File: config.mk
export PLATFORM = sky130hd
export DESIGN_NAME = bt_cmd_decoder
export DESIGN_NICKNAME = d
export VERILOG_FILES = /design/src/rtl/bt_cmd_decoder_pkg.sv /design/src/rtl/bt_cmd_decoder_timeout.sv /design/src/rtl/bt_cmd_decoder.sv
export SDC_FILE = /design/constraint.sdc
export NUM_CORES = 1
export LEC_CHECK = 0
export CAP_MARGIN = 25
export CORE_AREA = 2 2 94 96
export CTS_CLUSTER_SIZE = 28
export DETAILED_ROUTE_END_ITERATION = 8
export DIE_AREA = 0 0 96 98
export GPL_ROUTABILITY_DRIVEN = 0
export HOLD_SLACK_MARGIN = 0.03
export MAX_ROUTING_LAYER = met4
export SLEW_MARGIN = 20
export SYNTH_ARGS = -nofsm -noshare
export SYNTH_HDL_FRONTEND = slang
export SYNTH_SLANG_ARGS = --single-unit
File: constraint.sdc
create_clock -name clk -period 2.5 [get_ports clk]
set_input_delay 0.75 -clock clk [delete_from_list [all_inputs] [get_ports clk]]
set_output_delay 0.75 -clock clk [all_outputs]
set_load 0.005 [all_outputs]
File: src/rtl/bt_cmd_decoder_pkg.sv
// Shared character codes, command letters and FSM state encoding for the
// Bluetooth command-frame decoder.
package bt_cmd_decoder_pkg;

    localparam logic [7:0] CH_START = 8'h24;
    localparam logic [7:0] CH_END   = 8'h0A;
    localparam logic [7:0] CH_ZERO  = 8'h30;
    localparam logic [7:0] CH_ONE   = 8'h31;
    localparam logic [7:0] CH_NINE  = 8'h39;

    localparam logic [7:0] CMD_U = 8'h55;
    localparam logic [7:0] CMD_D = 8'h44;
    localparam logic [7:0] CMD_L = 8'h4C;
    localparam logic [7:0] CMD_R = 8'h52;
    localparam logic [7:0] CMD_F = 8'h46;
    localparam logic [7:0] CMD_S = 8'h53;

    typedef enum logic [1:0] {
        ST_IDLE    = 2'd0,
        ST_GET_CMD = 2'd1,
        ST_GET_ARG = 2'd2,
        ST_GET_END = 2'd3
    } state_t;

    function automatic logic is_bit_arg(input logic [7:0] a);
        return (a == CH_ZERO) || (a == CH_ONE);
    endfunction

endpackage

File: src/rtl/bt_cmd_decoder_timeout.sv
// Saturating up-count timeout: clears on restart or while idle, flags once
// the count reaches N-1 and holds there until restarted.
module bt_cmd_decoder_timeout #(
    parameter int N = 50
) (
    input  logic clk,
    input  logic reset,
    input  logic run,
    input  logic restart,
    output logic expired
);
    localparam int            W  = $clog2(N);
    localparam logic [W-1:0]  TC = W'(N - 1);

    logic [W-1:0] r_cnt;

    always_ff @(posedge clk or negedge reset) begin
        if (!reset) begin
            r_cnt <= '0;
        end else if (restart || !run) begin
            r_cnt <= '0;
        end else if (r_cnt != TC) begin
            r_cnt <= r_cnt + W'(1);
        end
    end

    assign expired = run && (r_cnt == TC);

endmodule

File: src/rtl/bt_cmd_decoder.sv
// Parses "$",CMD,ARG,"\n" frames from the UART receiver into held direction
// buttons, a fire pulse and a speed setting. States: IDLE, GET_CMD, GET_ARG, GET_END.
module bt_cmd_decoder
    import bt_cmd_decoder_pkg::*;
#(
    parameter int         BYTE_TMO = 1_040_000,
    parameter int         HOLD_TMO = 50_000_000,
    parameter logic [3:0] SPD_RST  = 4'd0
) (
    input  logic       clk,
    input  logic       reset,
    input  logic [7:0] rx_data,
    input  logic       rx_valid,
    output logic [3:0] dir,
    output logic       fire,
    output logic [3:0] speed,
    output logic       frame_ok,
    output logic       frame_err
);
    state_t     r_state;
    logic [7:0] r_cmd;
    logic [7:0] r_arg;

    logic       w_good;
    logic [3:0] w_dir_next;
    logic [3:0] w_spd_next;
    logic       w_fire_next;
    logic       w_accept;
    logic       w_byte_exp;
    logic       w_hold_exp;

    // '0'/'1' differ only in bit 0, and '0'..'9' carry their value in the low nibble.
    always_comb begin
        w_good      = 1'b0;
        w_dir_next  = dir;
        w_spd_next  = speed;
        w_fire_next = 1'b0;
        case (r_cmd)
            CMD_U: if (is_bit_arg(r_arg)) begin w_good = 1'b1; w_dir_next[3] = r_arg[0]; end
            CMD_D: if (is_bit_arg(r_arg)) begin w_good = 1'b1; w_dir_next[2] = r_arg[0]; end
            CMD_L: if (is_bit_arg(r_arg)) begin w_good = 1'b1; w_dir_next[1] = r_arg[0]; end
            CMD_R: if (is_bit_arg(r_arg)) begin w_good = 1'b1; w_dir_next[0] = r_arg[0]; end
            CMD_F: begin
                w_good      = 1'b1;
                w_fire_next = 1'b1;
            end
            CMD_S: if ((r_arg >= CH_ZERO) && (r_arg <= CH_NINE)) begin
                w_good     = 1'b1;
                w_spd_next = r_arg[3:0];
            end
            default: ;
        endcase
    end

    assign w_accept = rx_valid && (r_state == ST_GET_END) && (rx_data == CH_END) && w_good;

    bt_cmd_decoder_timeout #(.N(BYTE_TMO)) u_byte_tmo (
        .clk     (clk),
        .reset   (reset),
        .run     (r_state != ST_IDLE),
        .restart (rx_valid),
        .expired (w_byte_exp)
    );

    bt_cmd_decoder_timeout #(.N(HOLD_TMO)) u_hold_tmo (
        .clk     (clk),
        .reset   (reset),
        .run     (1'b1),
        .restart (w_accept),
        .expired (w_hold_exp)
    );

    always_ff @(posedge clk or negedge reset) begin
        if (!reset) begin
            r_state   <= ST_IDLE;
            r_cmd     <= '0;
            r_arg     <= '0;
            dir       <= '0;
            fire      <= 1'b0;
            speed     <= SPD_RST;
            frame_ok  <= 1'b0;
            frame_err <= 1'b0;
        end else begin
            fire      <= 1'b0;
            frame_ok  <= 1'b0;
            frame_err <= 1'b0;
            // Link-loss release; an accepted frame later in this block overrides it.
            if (w_hold_exp) begin
                dir <= '0;
            end
            if (rx_valid) begin
                if ((rx_data == CH_START) && (r_state != ST_IDLE)) begin
                    frame_err <= 1'b1;
                    r_state   <= ST_GET_CMD;
                end else begin
                    case (r_state)
                        ST_IDLE: begin
                            if (rx_data == CH_START) begin
                                r_state <= ST_GET_CMD;
                            end
                        end
                        ST_GET_CMD: begin
                            r_cmd   <= rx_data;
                            r_state <= ST_GET_ARG;
                        end
                        ST_GET_ARG: begin
                            r_arg   <= rx_data;
                            r_state <= ST_GET_END;
                        end
                        ST_GET_END: begin
                            r_state <= ST_IDLE;
                            if (w_accept) begin
                                dir      <= w_dir_next;
                                speed    <= w_spd_next;
                                fire     <= w_fire_next;
                                frame_ok <= 1'b1;
                            end else begin
                                frame_err <= 1'b1;
                            end
                        end
                        default: r_state <= ST_IDLE;
                    endcase
                end
            end else if (w_byte_exp) begin
                frame_err <= 1'b1;
                r_state   <= ST_IDLE;
            end
        end
    end

endmodule

==> results of run 1 <==
==> metal layers <==
metal | wire [um] | track usage [%] | up-vias
li1 | - | - | 1402
met1 | 3490 | 22.4 | 1403
met4 | 135 | 8.24 | 0
met2 | 3650 | 28.4 | 39
met3 | 190 | 3.09 | 12
met5 | 0 | - | -
==> per-stage QoR <==
stage	hold WS, ns	TNS [ns]	power, W	setup WS [ns]	cell area [um2]
6_report	0.290	0	0.00320	0.173	4500
5_1_grt	0.293	0	0.00338	0.0842	4500
4_1_cts	0.282	0	0.00323	0.173	4500
3_5_place_dp	0.496	-4.40	0.00217	-0.159	4280
3_3_place_gp	0.488	-2.45	0.00215	-0.134	4280
2_1_floorplan	0.454	0	0.00193	0.316	3710
==> synthesized netlist by cell type (all sizes together), types with 4 or more instances <==
cell	count	area share [%]
clkbuf	4	0.40
or2	5	0.84
xor2	20	4.7
and4	4	0.94
mux2i	4	1.1
nand3	21	2.8
nor2	52	5.3
or3	5	0.84
xnor2	14	3.3
dfrtp	75	51
ha	7	2.4
nor4bb	5	1.3
and3	10	1.7
nor3	13	1.8
nand2	24	2.4
nand4	18	3.0
a21oi	13	2.1
nor4	5	0.84
mux2	20	6.1
inv	8	0.81
o21ai	11	1.5
==> kinds of logic (layout without fill, tap and decap cells) <==
| group | after synthesis | count (layout) |
|---|---|---|
| XOR/XNOR | 34 | 34 |
| buffers and inverters | 15 | 72 |
| AO/OA/AOI/OAI | 35 | 35 |
| AND/OR/NAND/NOR | 173 | 173 |
| adder cells (fa/ha/maj) | 8 | 8 |
| multiplexers | 24 | 24 |
| flip-flops | 75 | 75 |
==> worst max-delay path by stage <==
stage	to	slack [ns]	depth (start not counted)
finish	dir[2]	0.17	6
global route	dir[2]	0.08	6
CTS	dir[2]	0.17	6
detailed placement	r_arg[4]	-0.16	8
global placement	r_cmd[3]	-0.13	8
floorplan	r_arg[0]	0.32	5
==> critical path, cell delays in order, from the launching register on <==
cell       delay [ns]
dfrtp_1          0.40
nand4bb_1        0.26
or4_1            0.56
a221o_1          0.43
a21oi_4          0.23
mux2i_1          0.23
a32o_1           0.15
==> flip-flops by register name, summed over array words and instances, names as in the netlist <==
register          flops
dir                   4
fire                  1
frame_err             1
frame_ok              1
r_arg                 8
r_cmd                 8
r_state               2
speed                 4
u_byte_tmo.r_cnt     20
u_hold_tmo.r_cnt     26
==> power by group <==
| part | switching [W] | internal (W) | total (W) | leakage, nW |
|---|---|---|---|---|
| clock | 0.000464 | 0.000595 | 0.00106 | 0.110 |
| sequential | 0.000162 | 0.00138 | 0.00154 | 1.00 |
| combinational | 0.000286 | 0.000320 | 0.000606 | 0.817 |
==> layout make-up <==
type	count	area [um2]	area share (%)
Multi-Input combinational cell	274	1770	39.4
Timing Repair Buffer	48	460	10.2
Inverter	8	30.0	0.667
Sequential cell	75	1880	41.7
Clock inverter	5	85.1	1.89
Clock buffer	11	141	3.14
Tap cell	108	135	3.00
==> impl_metrics.py, run 1 <==
metrics = {
    "layout": {
        "nets": 434,
        "antennaDiodeCount": 0,
        "final_common_cell": "dfrtp_1",
        "final_core_util_pct": 53.2,
        "fin_cells": 529,
        "final_cell_mix": "dfrtp_1 (75), nor2_1 (52), nand2_1 (24), buf_4 (24), nand3_1 (21)",
        "post_route_cells_drive_above_1_share_pct": 16.2,
        "n_fill_cell": 772,
        "area_growth_pct": 21.3,
    },
    "yosys": {
        "netlist_instances": 364,
        "syn_area_um2": 3710,
        "ys_ff_latch": 75,
        "ys_types": 42,
        "yosys.area_share.simple_pct": 24.0,
        "ys.flop_type": "dfrtp_1",
        "synth_xor_area_share_pct": 8.02,
        "muxShareOfSynthArea_pct": 7.14,
        "synth_seq_area_share_pct": 50.5,
        "syn_area_per_cell_um2": 10.2,
        "synth_compound_area_share_pct": 5.96,
        "synth_fp_nets": 382,
        "synthAdderAreaFrac_pct": 2.63,
        "synth_edf_count": 0,
        "yosys_warnings": 0,
        "ys_async_sr_fraction_pct": 100,
        "synth_top_family_by_area": "simple AND/OR/NAND/NOR gates",
    },
    "placement": {
        "port-buffer-count": 21,
        "hpwlAfterDp_um": 5320,
        "dp.cells": 513,
    },
    "global_routing": {
        "grt_pass1_wl_um": 13000,
        "antenna_found_initial": 0,
        "groute.usage.overall_pct": 18.0,
        "grt_start_max_net_pins": 52,
        "grt-ovfl-total": 0,
        "grt_pass1_vias": 2855,
    },
    "pwr": {
        "peakVddDrop_mv": 0.355,
        "power_leakage_nw": 1.93,
        "power_density_nw_per_um2": 711,
    },
    "critical_path": {
        "ff2ff_path_depth": 6,
        "r2r_start": "r_arg[7]",
        "critPathLaunch": "r_arg[7]",
        "cp-end-kind": "flip-flop",
        "cp.arrival_ns": 2.61,
        "rr_endpoint": "dir[2]",
        "rrSetupSlack_ns": 0.17,
        "worst-setup-path-type": "flip-flop to flip-flop",
        "crit_fanout": 4,
        "required_ns": 2.78,
        "start_kind": "flip-flop",
    },
    "routing": {
        "num_vias": 2856,
        "via_per_inst": 5.40,
        "drtIter0Drc": 89,
        "routedWlPerCell_um": 14.1,
        "postRouteAntennaNets": 0,
        "firstDrtPassIters": 4,
        "drc": 0,
        "wl_um": 7470,
    },
    "sta": {
        "drv_slew": 0,
        "finalSetupViolations": 0,
        "rsz0062_at_grt": "false",
        "clock.fmax_ghz": 0.430,
        "finalCriticalPeriod_ns": 2.33,
        "min_period_over_period_pct": 93.1,
        "hold_violations": 0,
        "fin_skew_ns": 0.0119,
        "slew_headroom_pct": 66.5,
        "tightest_slew_ns": 0.496,
    },
    "run": {
        "maxCapViolCount": 0,
    },
    "worst_hold_path": {
        "hold_path_class": "input port to async pin",
    },
    "die": {
        "core_area_um2": 8470,
        "start_util_pct": 43.9,
        "die_area_um2": 9410,
        "rows": 34,
        "die_w_um": 96,
        "die_y_um": 98,
        "io_pins": 22,
    },
    "clock_tree": {
        "clock_path_buffers": 2,
        "clkSinkCount": 75,
        "postCtsSetupBuffers": 0,
        "post_cts_resize_count": 0,
        "path_clk_slew_ns": 0.08,
        "insertion_delay_ns": 0.35,
        "cts_hold_buf": 0,
        "cts_max_level": 3,
        "cts_tree": "yes",
        "cts_root_buffer": "clkbuf_8",
        "numCtsBuffers": 9,
    },
    "status": {
        "status": "completed",
    },
}
(Power assumes the default switching activity.)
==> inputs of run 2 (changes only) <==
--- a/config.mk
+++ b/config.mk
@@ -11,6 +11,7 @@
 export DETAILED_ROUTE_END_ITERATION = 8
 export DIE_AREA = 0 0 96 98
 export GPL_ROUTABILITY_DRIVEN = 0
+export GPL_TIMING_DRIVEN = 0
 export HOLD_SLACK_MARGIN = 0.03
 export MAX_ROUTING_LAYER = met4
 export SLEW_MARGIN = 20
==> impl_metrics.py, run 2 (same netlist as run 1, synthesis figures left out) <==
metrics = {
    "status": {
        "status": "completed",
    },
    "sta": {
        "finalSetupViolations": 0,
        "fin_skew_ns": 0.0109,
        "tightest_slew_ns": 0.818,
        "slew_headroom_pct": 45.3,
        "hold_violations": 0,
        "finalCriticalPeriod_ns": 2.41,
        "clock.fmax_ghz": 0.416,
        "holdWs_ns": 0.307,
        "rsz0062_at_grt": "false",
        "min_period_over_period_pct": 96.2,
        "drv_slew": 0,
    },
    "layout": {
        "final_cell_mix": "dfrtp_1 (75), nor2_1 (52), nand2_1 (22), nand3_1 (21)",
        "largest_register_ffs": 26,
        "largestRegisters": "u_hold_tmo.r_cnt (26), u_byte_tmo.r_cnt (20)",
        "area_growth_pct": 15.0,
        "top_register": "u_hold_tmo.r_cnt",
        "design_area_um2": 4270,
        "post_route_cells_drive_above_1_share_pct": 11.9,
        "fin_cells": 510,
        "n_fill_cell": 808,
        "final_common_cell": "dfrtp_1",
        "nets": 415,
        "antennaDiodeCount": 0,
    },
    "clock_tree": {
        "cts_hold_buf": 0,
        "cts_tree": "yes",
        "cts_max_level": 3,
        "insertion_delay_ns": 0.34,
        "clkSinkCount": 75,
        "path_clk_slew_ns": 0.08,
        "clock_path_buffers": 2,
        "cts_root_buffer": "clkbuf_8",
        "numCtsBuffers": 9,
    },
    "critical_path": {
        "start_kind": "input port",
        "required_ns": 2.72,
        "cp-end-kind": "flip-flop",
        "crit_fanout": 8,
        "worst-setup-path-type": "input port to flip-flop",
        "cp.arrival_ns": 2.63,
    },
    "routing": {
        "postRouteAntennaNets": 0,
        "routedWlPerCell_um": 14.7,
        "num_vias": 2786,
        "drc": 0,
        "wl_um": 7490,
        "firstDrtPassIters": 4,
        "via_per_inst": 5.46,
        "drtIter0Drc": 109,
    },
    "global_routing": {
        "grt_start_max_net_pins": 52,
        "grt_pass1_wl_um": 13200,
        "antenna_found_initial": 0,
        "grt_pass1_vias": 2796,
        "grt-ovfl-total": 0,
        "groute.usage.overall_pct": 18.3,
    },
    "die": {
        "start_util_pct": 43.9,
        "die_y_um": 98,
        "io_pins": 22,
        "rows": 34,
        "die_w_um": 96,
        "die_area_um2": 9410,
        "core_area_um2": 8470,
    },
    "pwr": {
        "peakVddDrop_mv": 0.374,
        "power_leakage_nw": 1.79,
        "power_density_nw_per_um2": 691,
    },
    "placement": {
        "dp.cells": 493,
        "hpwlAfterDp_um": 5300,
        "placed_area_um2": 4070,
        "port-buffer-count": 20,
    },
    "worst_hold_path": {
        "hold_path_class": "input port to async pin",
    },
    "run": {
        "maxCapViolCount": 0,
    },
}
## run 2: worst max-delay path, stage by stage
cell and delay, ns:
clkdlybuf4s50_1 0.48, nor4_2 0.41, nand2_1 0.18, o21a_1 0.25, nand2_2 0.19, mux2_2 0.36
## run 2: report_power, final
group / total [W] / internal, W / switching [W]
combinational: 0.000562 / 0.000277 / 0.000284
sequential: 0.00154 / 0.00138 / 0.000159
clock: 0.000853 / 0.000414 / 0.000439
total: 0.00295 / 0.00207 / 0.000882
## run 2: cell type report
class | instances | area [um2] | area share (%)
flip-flops and latches | 75 | 1880 | 43.9
multi-input cells | 274 | 1790 | 41.9
repair buffers | 22 | 233 | 5.45
clock buffers | 14 | 163 | 3.81
well taps | 108 | 135 | 3.16
plain buffers | 7 | 32.5 | 0.762
inverters | 8 | 30.0 | 0.703
clock inverters | 2 | 10.0 | 0.234
## run 2: layer usage
layer / GRT usage [%] / routed length [um] / up-vias
li1: - / - / 1364
met1: 25.2 / 3770 / 1376
met2: 26.7 / 3430 / 40
met3: 4.86 / 213 / 6
met4: 5.27 / 83 / 0
met5: - / 0 / -
## run 2: timing repair
item,CTS,global route
pin swaps,0,1
resized for setup,3,1
setup buffers,0,1
setup endpoints to repair,24,16
## run 2: stage by stage
stage	util, %	setup TNS [ns]	setup WS (ns)	total power (W)
finish	50.4	0	0.0943	0.00295
global route	50.4	0	0.0159	0.00315
CTS	50.3	0	0.00148	0.00298
detailed placement	48.1	-19.82	-0.485	0.00212
global placement	47.8	-170.65	-2.03	0.00208
floorplan	-	0	0.316	0.00193
## run 2: path summary, 6_finish.rpt
check / from / to / slack, ns / depth (start not counted)
min in group clk: speed[1] / speed[1] / 0.51 / 1
max reg2reg: r_cmd[5] / u_hold_tmo.r_cnt[13] / 0.20 / 6
max in group asynchronous: reset / frame_err / 1.62 / 2
min reg2reg: speed[1] / speed[1] / 0.51 / 1
max: rx_data[0] / r_cmd[0] / 0.09 / 6
min: reset / u_hold_tmo.r_cnt[5] / 0.31 / 1
